--- config.mk ---
export PLATFORM = sky130hd
export DESIGN_NAME = irq_ack_dispatcher
export DESIGN_NICKNAME = d
export VERILOG_FILES = /design/src/rtl/irq_ack_pkg.sv /design/src/rtl/irq_grant_decode.sv /design/src/rtl/irq_ack_dispatcher.sv
export SDC_FILE = /design/constraint.sdc
export NUM_CORES = 1
export LEC_CHECK = 0
export CAP_MARGIN = 10
export CORE_ASPECT_RATIO = 1.4
export CORE_MARGIN = 5
export CORE_UTILIZATION = 25
export DETAILED_ROUTE_END_ITERATION = 10
export GPL_ROUTABILITY_DRIVEN = 0
export SYNTH_ARGS = -nofsm -noshare
export SYNTH_HDL_FRONTEND = slang
export SYNTH_SLANG_ARGS = --single-unit
--- constraint.sdc ---
create_clock -name clk -period 2.1 [get_ports clk]
set_input_delay 0.63 -clock clk [delete_from_list [all_inputs] [get_ports clk]]
set_output_delay 0.63 -clock clk [all_outputs]
set_load 0.1 [all_outputs]
--- src/rtl/irq_ack_pkg.sv ---
// Shared types and helpers for the interrupt acknowledge dispatcher.
// Holds the FSM state encoding, the bus numbering presented to the CPU,
// and the grant shape check used by the grant decoder.
package irq_ack_pkg;

    localparam int NCH_DEF = 9;

    localparam logic [1:0] BUS_A = 2'd0;
    localparam logic [1:0] BUS_B = 2'd1;
    localparam logic [1:0] BUS_C = 2'd2;

    typedef enum logic [2:0] {
        ST_IDLE    = 3'd0,
        ST_SETTLE  = 3'd1,
        ST_SAMPLE  = 3'd2,
        ST_PRESENT = 3'd3,
        ST_ACK     = 3'd4
    } state_t;

    // A grant is well formed when exactly one bus flag is raised and the
    // channel index fits inside the bus; the pending-bit check is done by
    // the caller once the index is known to be safe.
    function automatic logic grant_shape_ok(
        input logic       pa,
        input logic       pb,
        input logic       pc,
        input logic [3:0] chan,
        input logic [3:0] max_chan
    );
        logic exactly_one;
        exactly_one = (pa ^ pb ^ pc) & ~(pa & pb & pc);
        return exactly_one && (chan <= max_chan);
    endfunction

endpackage

--- src/rtl/irq_grant_decode.sv ---
// Combinational decode of the encoder grant back to a single channel.
// Produces a validity flag, the winning bus number and a one-hot clear
// vector laid out as {C, B, A}, each NCH bits wide. The channel index is
// turned into a one-hot mask by comparison, so an out-of-range index can
// never select a bit of the pending or clear vectors.
module irq_grant_decode
    import irq_ack_pkg::*;
#(
    parameter int NCH = NCH_DEF
) (
    input  logic             gnt_pa_i,
    input  logic             gnt_pb_i,
    input  logic             gnt_pc_i,
    input  logic [3:0]       gnt_chan_i,
    input  logic [NCH-1:0]   pend_a_i,
    input  logic [NCH-1:0]   pend_b_i,
    input  logic [NCH-1:0]   pend_c_i,
    output logic             valid_o,
    output logic [1:0]       bus_o,
    output logic [3*NCH-1:0] clr_o
);

    localparam logic [3:0] MAX_CHAN = 4'(NCH - 1);

    logic [NCH-1:0] chan_oh;
    logic           shape_ok;

    // Validate the grant and build the one-hot clear for the winning channel.
    always_comb begin
        chan_oh  = '0;
        valid_o  = 1'b0;
        bus_o    = BUS_A;
        clr_o    = '0;
        for (int i = 0; i < NCH; i++) begin
            if (gnt_chan_i == 4'(i)) begin
                chan_oh[i] = 1'b1;
            end
        end
        shape_ok = grant_shape_ok(gnt_pa_i, gnt_pb_i, gnt_pc_i, gnt_chan_i, MAX_CHAN);
        if (shape_ok) begin
            if (gnt_pa_i) begin
                bus_o = BUS_A;
                if (|(chan_oh & pend_a_i)) begin
                    valid_o          = 1'b1;
                    clr_o[NCH-1:0]   = chan_oh;
                end
            end else if (gnt_pb_i) begin
                bus_o = BUS_B;
                if (|(chan_oh & pend_b_i)) begin
                    valid_o              = 1'b1;
                    clr_o[2*NCH-1:NCH]   = chan_oh;
                end
            end else begin
                bus_o = BUS_C;
                if (|(chan_oh & pend_c_i)) begin
                    valid_o                = 1'b1;
                    clr_o[3*NCH-1:2*NCH]   = chan_oh;
                end
            end
        end
    end

endmodule

--- src/rtl/irq_ack_dispatcher.sv ---
// Sequential back end for the 27-channel priority interrupt encoder.
// Latches request pulses into pending bits, waits for the external
// combinational encoder to settle, samples and validates its grant, offers
// the winner to the CPU over valid/ready and finally pulses a one-hot ack
// that also clears the pending bit (a same-cycle re-request survives).
// Optional build macro IRQ_GRANT_ERR_EN adds a sticky grant_err flag and a
// saturating 8-bit err_cnt of rejected grants.
module irq_ack_dispatcher
    import irq_ack_pkg::*;
#(
    parameter int NCH    = NCH_DEF,
    parameter int SETTLE = 2
) (
    input  logic           clk,
    input  logic           rst,
    input  logic [NCH-1:0] req_a,
    input  logic [NCH-1:0] req_b,
    input  logic [NCH-1:0] req_c,
    output logic [NCH-1:0] pend_a,
    output logic [NCH-1:0] pend_b,
    output logic [NCH-1:0] pend_c,
    input  logic           gnt_pa,
    input  logic           gnt_pb,
    input  logic           gnt_pc,
    input  logic [3:0]     gnt_chan,
    output logic           irq_valid,
    input  logic           irq_ready,
    output logic [1:0]     irq_bus,
    output logic [3:0]     irq_chan,
    output logic [NCH-1:0] ack_a,
    output logic [NCH-1:0] ack_b,
    output logic [NCH-1:0] ack_c
`ifdef IRQ_GRANT_ERR_EN
    ,
    output logic           grant_err,
    output logic [7:0]     err_cnt
`endif
);

    localparam logic [3:0] SETTLE_LD = 4'(SETTLE);

    state_t           state_q;
    logic [3:0]       cnt_q;
    logic [NCH-1:0]   pend_a_q, pend_b_q, pend_c_q;
    logic [NCH-1:0]   pend_a_d, pend_b_d, pend_c_d;
    logic             irq_valid_q;
    logic [1:0]       irq_bus_q;
    logic [3:0]       irq_chan_q;
    logic [3*NCH-1:0] sel_q;
    logic [3*NCH-1:0] ack_q;

    logic             dec_valid;
    logic [1:0]       dec_bus;
    logic [3*NCH-1:0] dec_clr;
    logic             any_pend;
    logic             any_req;

`ifdef IRQ_GRANT_ERR_EN
    logic             grant_err_q;
    logic [7:0]       err_cnt_q;
`endif

    irq_grant_decode #(
        .NCH (NCH)
    ) u_decode (
        .gnt_pa_i   (gnt_pa),
        .gnt_pb_i   (gnt_pb),
        .gnt_pc_i   (gnt_pc),
        .gnt_chan_i (gnt_chan),
        .pend_a_i   (pend_a_q),
        .pend_b_i   (pend_b_q),
        .pend_c_i   (pend_c_q),
        .valid_o    (dec_valid),
        .bus_o      (dec_bus),
        .clr_o      (dec_clr)
    );

    assign any_pend = |{pend_a_q, pend_b_q, pend_c_q};
    assign any_req  = |{req_a, req_b, req_c};

    // Next pending state: the ack vector doubles as the clear, and a new
    // request on the same bit wins so a re-request during ACK is kept.
    always_comb begin
        pend_a_d = (pend_a_q & ~ack_q[NCH-1:0])       | req_a;
        pend_b_d = (pend_b_q & ~ack_q[2*NCH-1:NCH])   | req_b;
        pend_c_d = (pend_c_q & ~ack_q[3*NCH-1:2*NCH]) | req_c;
    end

    // Pending registers feeding the external encoder.
    always_ff @(posedge clk) begin
        if (rst) begin
            pend_a_q <= '0;
            pend_b_q <= '0;
            pend_c_q <= '0;
        end else begin
            pend_a_q <= pend_a_d;
            pend_b_q <= pend_b_d;
            pend_c_q <= pend_c_d;
        end
    end

    // Dispatch FSM: settle, sample the grant, present to the CPU, acknowledge.
    always_ff @(posedge clk) begin
        if (rst) begin
            state_q     <= ST_IDLE;
            cnt_q       <= 4'd0;
            irq_valid_q <= 1'b0;
            irq_bus_q   <= BUS_A;
            irq_chan_q  <= 4'd0;
            sel_q       <= '0;
            ack_q       <= '0;
`ifdef IRQ_GRANT_ERR_EN
            grant_err_q <= 1'b0;
            err_cnt_q   <= 8'd0;
`endif
        end else begin
            case (state_q)
                ST_IDLE: begin
                    if (any_pend) begin
                        cnt_q   <= SETTLE_LD;
                        state_q <= ST_SETTLE;
                    end
                end
                ST_SETTLE: begin
                    if (any_req) begin
                        cnt_q <= SETTLE_LD;
                    end else if (cnt_q <= 4'd1) begin
                        cnt_q   <= 4'd0;
                        state_q <= ST_SAMPLE;
                    end else begin
                        cnt_q <= cnt_q - 4'd1;
                    end
                end
                ST_SAMPLE: begin
                    if (dec_valid) begin
                        irq_valid_q <= 1'b1;
                        irq_bus_q   <= dec_bus;
                        irq_chan_q  <= gnt_chan;
                        sel_q       <= dec_clr;
                        state_q     <= ST_PRESENT;
                    end else begin
                        state_q     <= ST_IDLE;
`ifdef IRQ_GRANT_ERR_EN
                        grant_err_q <= 1'b1;
                        if (err_cnt_q != 8'hFF) begin
                            err_cnt_q <= err_cnt_q + 8'd1;
                        end
`endif
                    end
                end
                ST_PRESENT: begin
                    if (irq_ready) begin
                        irq_valid_q <= 1'b0;
                        ack_q       <= sel_q;
                        state_q     <= ST_ACK;
                    end
                end
                ST_ACK: begin
                    ack_q   <= '0;
                    state_q <= ST_IDLE;
                end
                default: begin
                    state_q <= ST_IDLE;
                end
            endcase
        end
    end

    assign pend_a    = pend_a_q;
    assign pend_b    = pend_b_q;
    assign pend_c    = pend_c_q;
    assign irq_valid = irq_valid_q;
    assign irq_bus   = irq_bus_q;
    assign irq_chan  = irq_chan_q;
    assign ack_a     = ack_q[NCH-1:0];
    assign ack_b     = ack_q[2*NCH-1:NCH];
    assign ack_c     = ack_q[3*NCH-1:2*NCH];

`ifdef IRQ_GRANT_ERR_EN
    assign grant_err = grant_err_q;
    assign err_cnt   = err_cnt_q;
`endif

endmodule

# --- Word-level counts from Yosys, hierarchy flattened ---
# Index checks and enable logic that the tools add are counted.
totals:
  elab_cells: 105
  latch_bits: 0
  rom_bits: 0
  mem_count: 0
  ff_bits: 95
  output_inout_bits: 61
  mem_bits_rw: 0
  in_bits: 37
op_classes:
  muxes: 41
  n_eq_ne: 17
  order_cmp: 2
  shift: 0
  mul: 0
  reduce_logical: 16
  div: 0
  n_bitwise: 18
  add_sub_neg: 1
op_table:
  columns: ["op", "count"]
  rows:
  - ["9-bit bitwise AND", 6]
  - ["27-bit two-way mux", 2]
  - ["9-bit two-way mux", 6]
  - ["27-bit one-hot mux with 2 select lines", 1]
  - ["27-bit OR reduction", 2]
  - ["9-bit NOT", 3]
  - ["9-bit OR", 3]
  - ["9-bit OR reduction", 3]
  - ["18-bit two-way mux", 1]
  - ["1-bit two-way mux", 17]
  - ["4-bit by 3-bit equality test with 1-bit output (second input constant)", 4]
  - ["3-bit two-way mux", 4]
  - ["4-bit two-way mux", 3]
  - ["3-bit one-hot mux with 4 select lines", 1]
  - ["2-bit != test (second input constant)", 5]
  - ["4-bit by 2-bit equality test with 1-bit output (second input constant)", 2]
  - ["2-bit two-way mux", 4]
  - ["4-bit one-hot mux with 2 select lines", 1]
  - ["3-bit by 2-bit equality test with 1-bit output (second input constant)", 2]
  - ["2-bit AND reduction", 3]
  - ["2-bit nonzero test", 3]
  - ["4-bit by 1-bit equality test with 1-bit output (second input constant)", 1]
  - ["4-bit equality test (second input constant)", 1]
  - ["4-bit by 1-bit less-or-equal comparator with 1-bit output (second input constant)", 1]
  - ["13 further kinds", 16]

# --- Longest topological paths before layout ---
# Gate-level depths: netlist of the first run.
depth:
  ltp_word: 10
  mapped_depth: 9

# --- Cells and area by module ---
# A second synthesis of the first run with hierarchy kept.
unflattened:
  hier_cells: 530
  area_unflattened_um2: 4192.8
modules_own_cells:
  columns: ["mod", "seq_area_each_um2", "area_each_um2", "cells_per_inst", "instances"]
  rows:
  - ["irq_ack_dispatcher", 1901.8, 3543.4, 431, 1]
  - ["irq_grant_decode", 0.0, 649.4, 99, 1]

# --- Least setup slack after synthesis of the first run ---
# OpenSTA, ideal clock, no wires.
synth_path:
  path_type: "register to register"
  start: "register pend_b_q[5], in the netlist pend_b[5]"
  end: "register sel_q[11]"
  t_required_ps: 1983
  slack_ps: -309
  path_buffers: 1
  period_less_slack_ps: 2409
  path_stages_with_launch: 8
  t_arrival_ps: 2291
  cell_sequence: "dfxtp_1 -> and4b_1 -> a31oi_1 -> a2bb2oi_1 -> o2bb2ai_1 -> o41ai_4 -> buf_6 -> a32o_2"
synth_via:
  elab_chain_len: 7
  word_cells_on_any_way: 11
  cone_classes: "8 x mux; 1 x bitwise; 2 x reduce/logical"
synth_rtl:
  columns: ["element", "line_no", "rtl"]
  rows:
  - ["start: declaration", "irq_ack_dispatcher.sv:44", "logic [NCH-1:0] pend_a_q, pend_b_q, pend_c_q;"]
  - ["start signal: assignment", "irq_ack_dispatcher.sv:97", "pend_b_q <= pend_b_d;"]
  - ["9-bit bitwise AND (*)", "irq_grant_decode.sv:49", "if (|(chan_oh & pend_b_i)) begin"]
  - ["9-bit OR reduction (*)", "irq_grant_decode.sv:49", null]
  - ["1-bit two-way mux", "irq_grant_decode.sv:49", null]
  - ["1-bit two-way mux", "irq_grant_decode.sv:47", "end else if (gnt_pb_i) begin"]
  - ["1-bit two-way mux", "irq_grant_decode.sv:41", "if (gnt_pa_i) begin"]
  - ["1-bit two-way mux", "irq_grant_decode.sv:40", "if (shape_ok) begin"]
  - ["2-bit AND reduction (no source line)", null, null]
  - ["end signal: assignment", "irq_ack_dispatcher.sv:139", "sel_q <= dec_clr;"]
  - ["end: declaration", "irq_ack_dispatcher.sv:49", "logic [3*NCH-1:0] sel_q;"]
# Mark *: on every way between the ends. The rest lies on a longest branch, timed or not.
# A chain may end at the register's enable or synchronous reset.

# --- Final worst setup path of the first run ---
layout_path:
  start: "input port gnt_chan[2]"
  end: "register irq_chan_q[2], in the netlist irq_chan[2]"
layout_via:
  elab_chain_len: 9
  word_cells_on_any_way: 33
  cone_classes: "1 x order compare; 8 x eq/ne; 15 x mux; 3 x bitwise; 6 x reduce/logical"
layout_rtl:
  columns: ["element", "line_no", "rtl"]
  rows:
  - ["start: declaration", "irq_ack_dispatcher.sv:25", "input logic [3:0] gnt_chan,"]
  - ["4-bit by 1-bit equality test with 1-bit output, or another cell as far along", "irq_grant_decode.sv:35", "if (gnt_chan_i == 4'(i)) begin"]
  - ["1-bit two-way mux", "irq_grant_decode.sv:35", null]
  - ["9-bit bitwise AND, on equally long branches", "irq_grant_decode.sv:55, irq_grant_decode.sv:49", null]
  - ["9-bit OR reduction, on equally long branches", "irq_grant_decode.sv:55, irq_grant_decode.sv:49", null]
  - ["1-bit two-way mux, on equally long branches", "irq_grant_decode.sv:55, irq_grant_decode.sv:49", null]
  - ["1-bit two-way mux", "irq_grant_decode.sv:47", null]
  - ["1-bit two-way mux", "irq_grant_decode.sv:41", null]
  - ["1-bit two-way mux", "irq_grant_decode.sv:40", null]
  - ["2-bit AND reduction (no source line)", null, null]
  - ["end signal: assignment", "irq_ack_dispatcher.sv:138", "irq_chan_q <= gnt_chan;"]
  - ["end: declaration", "irq_ack_dispatcher.sv:48", "logic [3:0] irq_chan_q;"]
# Several ways; a longest one is shown, not always the timed one.

==> out/results.ini, run 1 <==
[clock_tree]
cts_root_buffer = clkbuf_16
cts_max_level = 3
insertion_delay_ns = 0.36
cts_buffer_depth = 2
cts_tree = built
cts_buffers = 9
cts_sinks = 95
clk_pin_slew_worst_paths_ns = 0.07
holdBufCountCts = 0

[critical_path]
worstSetupEndpointType = flop
path_delay_family = compound AO/OA/AOI/OAI gates
slowest_stage = or4_4
cpMostUsedCell = buf_8
worstSetupPathDepth = 11
startpoint_type = primary input
cp_num_buf_inv = 5
cp.arrival_ns = 2.52
critPathMaxStageDelay_ns = 0.49
path_class = primary input to flop
reg2regPathDepth = 8
rrSetupSlack_ns = 0.09
critPathMaxFanout = 6
crit_required_ns = 2.38
path_cells = buf_8 -> buf_12 -> buf_8 -> nand3b_1 -> a21o_1 -> a211oi_2 -> a311o_2 -> buf_4 -> buf_6 -> or4_4 -> o2111ai_2

[grt]
grt_max_degree = 28
grt_pass1_wl_microns = 25500
antenna_found_initial = 0
grt_pass1_vias = 4651
grtUsageTotal_pct = 16.9
grt_overflow = 0

[synthesis]
ys_ff_latch = 95
yosysTopAreaCell = dfxtp_1
ys_seq_area_share_pct = 46.5
synth_nets = 535
syn_area_sq_um = 4090
synthTopCellsByArea = dfxtp_1, a21oi_1, nand2_1
synth-edff-count = 0
yosys_warnings = 0
synth_top_area_share_pct = 46.5
postSynthCellCount = 493
avgSynthCellArea_sq_um = 8.30
async_flop_share_pct = 0
synth-main-ff-cell = dfxtp_1
synthDistinctLibCells = 49

[timing]
finalSetupViolations = 35
setup_ws_ns = -0.144
post-route-min-period_ns = 2.24
max_slew_margin_pct = 63.8
fin_crit_sh_pct = 107
skew_ns = 0.00979
fmax_mhz = 446
hold_violations = 0
rsz0062_at_grt = yes
worstMarginPinSlew_ns = 0.538
slew_violations = 0

[power_and_ir_drop]
vdd_drop_max_mv = 0.337
total_power_w = 0.00467
p_leak_nw = 2.94
p_per_area_nw_per_um2 = 624

[layout]
final_cell_mix = buf_4, dfxtp_1, nand2_1
syn2layout_area_growth_pct = 83.0
mostFrequentLayoutCell = buf_4
diodes = 0
layout-drive-gt1-share_pct = 40.6
layout.nets = 714

[route]
dr.pass1.iters = 6
drc = 0
vias = 4511
drt_wl_total_microns = 16900
dr.first_iter.drc_count = 343
ant_nets = 0
wire_per_inst_microns = 19.3
drt-vias-per-instance = 5.15

[floorplan]
core-area_sq_um = 16100
start_util_pct = 25.4
dieArea_sq_um = 19100
rows = 55
die_w_microns = 118
io_pins = 98
dieHeight_microns = 161

[run]
max_cap_violations = 0

[min_path]
hold_path_depth = 2
min_path_type = flop to flop

[placed_design]
place_ws_ns = -0.882
hpwl_microns = 11800
numPortBuffers = 97

[outcome]
violations = negative setup slack
outcome = complete, but fails checks

Yosys cell counts, types with 6 or more instances:
master,n
dfxtp_1,95
nand2_1,79
a21oi_1,61
nor2_1,39
inv_1,36
clkbuf_1,17
nor4_1,16
o2bb2ai_1,13
nor3_1,10
o21ai_1,9
a22o_1,8
and3_1,8
buf_2,8
nand2b_1,8
o2111ai_1,7
nand3_1,6
or4_1,6
final timing paths:
kind | startpoint | to
worst max-delay path | gnt_chan[2] | irq_chan[2]
worst min-delay path | sel_q[11] | ack_q[11]
worst max register to register | pend_c[8] | irq_chan[2]
worst min register to register | sel_q[11] | ack_q[11]
kinds of logic after synthesis:
kind of cell               Yosys count  synth area share, %
buffers and inverters               66                 7.04
and+or+nand+nor                    195                 22.9
DFF                                 95                 46.5
AOI/OAI and AO/OA                  130                 21.5
muxes                                2                0.489
adders and majority gates            5                 1.53
power breakdown:
part           leakage [nW]  internal [W]  switching (W)
Sequential            0.778       0.00185      0.0000937
Clock                 0.146      0.000956       0.000716
Combinational          2.01      0.000452       0.000596
Total                  2.94       0.00326        0.00141
metal layers:
metal	wire, microns	GRT usage (%)
met1	6420	19.3
met2	8550	29.0
met3	1090	3.61
met4	870	9.34
met5	0	0
sequential cells by signal (all words and copies together) (netlist names):
name       count
ack_q         27
sel_q         27
pend_a         9
pend_b         9
pend_c         9
cnt_q          4
irq_chan       4
state_q        3
irq_bus        2
irq_valid      1
worst register-to-register path, stage by stage (launching register included):
cell and delay [ns]:
dfxtp_2 0.37, nand2_2 0.09, a2bb2oi_2 0.12, nor4_1 0.06, a311o_2 0.42, buf_4 0.16
buf_6 0.12, or4_4 0.49, o2111ai_2 0.10
through the flow:
step                      instances  util, %  instance area (sq um)  hold slack (ns)  setup TNS [ns]
final                           876     46.5                   7480            0.463           -3.45
after global routing            876     46.5                   7480            0.489           -5.51
after CTS                       869     44.9                   7230            0.464          -0.545
after detailed placement        831     40.0                   6430            0.446          -30.98
after global placement          831     40.0                   6430            0.446          -27.97
after floorplan                 493        -                   4170            0.431           -3.73
cell type report:
class	count	area, sq um
clock buffer	11	243
clock inverter	5	56.3
fill	1478	8620
inverter	36	135
multi-input combinational	333	2350
sequential	95	1920
tap	199	249
timing repair buffer	197	2530
timing repair:
action	4_1_cts	5_1_grt
endpoints found under the setup margin	38	40
buffers inserted	16	8
pin swaps	24	19
hold endpoints to repair	0	0
gates resized for setup	82	40
cloned	7	2
Power figures use the tool's default switching activity.
==> run 2, diff against run 1 <==
- PLACE_DENSITY: not set -> 0.55
==> run 2 against run 1 <==
  * The run still ends with negative setup slack left
  * Sequential power about the same
  * Register-to-register slack better by 0.08 ns
  * Total power fell by 3.4%
  * Die area is the same
  * Sequential share of layout area rose by 0.38 points
  * Final cell count rose by 0.34%
  * Non-clock buffer count grew 4
  * Maximum frequency is 3.9% higher
  * Combinational power hardly changed
  * Wire length fell by 5.3%
  * Global-route usage down 0.27 points
==> out/results.ini, run 2 (synthesis gave the netlist of run 1 again) <==
[layout]
diodes = 0  ; unchanged
layout-drive-gt1-share_pct = 39.9  ; -0.77 points
mostFrequentLayoutCell = buf_4
layout.nets = 717  ; +0.42%
final_cell_mix = buf_4, dfxtp_1, nand2_1
final_area_sq_um = 7370  ; -1.5%
syn2layout_area_growth_pct = 80.3
reg_top3 = ack_q (27), sel_q (27)

[critical_path]
crit_required_ns = 2.37  ; about the same
critPathMaxStageDelay_ns = 0.53  ; +0.04 ns
cpMostUsedCell = buf_6
slowest_stage = or4_4
rr_endpoint = irq_chan[2]
cp.arrival_ns = 2.43  ; -0.09 ns
cp-endpoint = irq_bus[1]
reg2regPathDepth = 7  ; -1
critPathMaxFanout = 13  ; +7
startpoint_type = primary input
path_cells = buf_4 -> buf_6 -> nor2_4 -> o21ai_0 -> a311o_1 -> buf_6 -> or4_4 -> o2111ai_2
regToRegStartpoint = pend_b[3]
worstSetupEndpointType = flop
rrSetupSlack_ns = 0.17  ; +0.08 ns
crit_path_start = gnt_chan[1]
path_class = primary input to flop

[route]
vias = 4372  ; -3.1%
wire_per_inst_microns = 18.2  ; -5.7%
dr.pass1.iters = 5  ; -1
drc = 0  ; unchanged
ant_nets = 0  ; unchanged
drt_wl_total_microns = 16000  ; -5.3%
drt-vias-per-instance = 4.97  ; -3.4%
dr.first_iter.drc_count = 175  ; -49%

[power_and_ir_drop]
p_leak_nw = 2.91  ; -0.77%
p_per_area_nw_per_um2 = 612  ; -2.0%
vdd_drop_max_mv = 0.336  ; -0.32%

[run]
max_cap_violations = 0  ; unchanged

[min_path]
min_from = sel_q[14]
hold_path_depth = 2  ; unchanged
min_path_type = flop to flop

[timing]
whs_ns = 0.459  ; -0.00482 ns
finalSetupViolations = 34  ; -2.9%
rsz0062_at_grt = yes
skew_ns = 0.0104  ; +0.000654 ns
fin_crit_sh_pct = 103  ; -4.0 points
post-route-min-period_ns = 2.16  ; -0.0837 ns
setup_ws_ns = -0.0603  ; +0.0837 ns
fmax_mhz = 463  ; +3.9%
hold_violations = 0  ; unchanged
max_slew_margin_pct = 61.6  ; -2.3 points
slew_violations = 0  ; unchanged
worstMarginPinSlew_ns = 0.572  ; +0.0336 ns

[placed_design]
numPortBuffers = 97  ; unchanged
post_dp_cell_area_sq_um = 6500  ; +0.97%
hpwl_microns = 12000  ; +1.7%

[floorplan]
die_w_microns = 118  ; unchanged
io_pins = 98  ; unchanged
start_util_pct = 25.4  ; unchanged
rows = 55  ; unchanged
dieArea_sq_um = 19100  ; unchanged
core-area_sq_um = 16100  ; unchanged
dieHeight_microns = 161  ; unchanged

[clock_tree]
cts_sinks = 95  ; unchanged
clk_pin_slew_worst_paths_ns = 0.07  ; about the same
cts_buffers = 9  ; unchanged
insertion_delay_ns = 0.35  ; about the same
cts_max_level = 3  ; unchanged
cts_root_buffer = clkbuf_16
cts_buffer_depth = 2  ; unchanged
cts_tree = built
holdBufCountCts = 0  ; unchanged

[grt]
grt_max_degree = 30  ; +7.1%
antenna_found_initial = 0  ; unchanged
grt_pass1_wl_microns = 25200  ; -1.4%
grt_overflow = 0  ; unchanged
grt_pass1_vias = 4613  ; -0.82%
grtUsageTotal_pct = 16.6  ; -0.27 points

[outcome]
violations = negative setup slack
outcome = complete, but fails checks

[run 2: metal layers]
layer  up-vias  global-route usage, %  share of wire [%]
met1      2097                   19.3                 39
met4         0                   10.6                6.4
li1       2101                      -                  -
met3        51                   2.56                3.3
met2       123                   28.2                 51
met5         -                      0                  0
[run 2: power breakdown]
part | switching [W] | total, W | internal (W)
logic | 0.000585 | 0.00103 | 0.000443
clock network | 0.000735 | 0.00154 | 0.000808
registers | 0.0000842 | 0.00194 | 0.00185
total | 0.00140 | 0.00451 | 0.00310
[run 2: stage by stage]
stage / total power, W / util, % / setup slack (ns) / setup TNS [ns] / instances
after floorplan: 0.00244 / - / -0.153 / -3.73 / 493
after global placement: 0.00290 / 40.3 / -0.789 / -28.90 / 841
after global routing: 0.00467 / 45.8 / -0.103 / -2.90 / 879
after CTS: 0.00450 / 44.1 / -0.0172 / -0.0426 / 875
after detailed placement: 0.00291 / 40.3 / -0.831 / -29.81 / 841
final: 0.00451 / 45.8 / -0.0603 / -1.34 / 879
[run 2: layout make-up]
type,count,area [sq um]
multi-input combinational,332,2240
timing repair buffer,201,2550
sequential,95,1920
fill,1534,8730
clock inverter,6,45.0
tap,199,249
clock buffer,10,229
inverter,36,135
[run 2: worst min-delay path by stage]
stage	slack [ns]	to
after global placement	0.44	ack_q[26]
after detailed placement	0.45	sel_q[16]
after CTS	0.46	ack_q[14]
after global routing	0.48	sel_q[4]
final	0.46	ack_q[14]
after floorplan	0.43	sel_q[13]
[run 2: repair_timing]
item	in CTS	in global routing
pin swaps	18	27
setup endpoints to repair	38	39
gates cloned	2	2
resized for setup	57	53
setup buffers	16	2
[run 2: worst max-delay path: cells and delay by family]
| kind | cells | cell delay, ns |
|---|---|---|
| compound gates | 3 | 0.67 |
| buf+inv | 3 | 0.44 |
| simple gates | 2 | 0.69 |
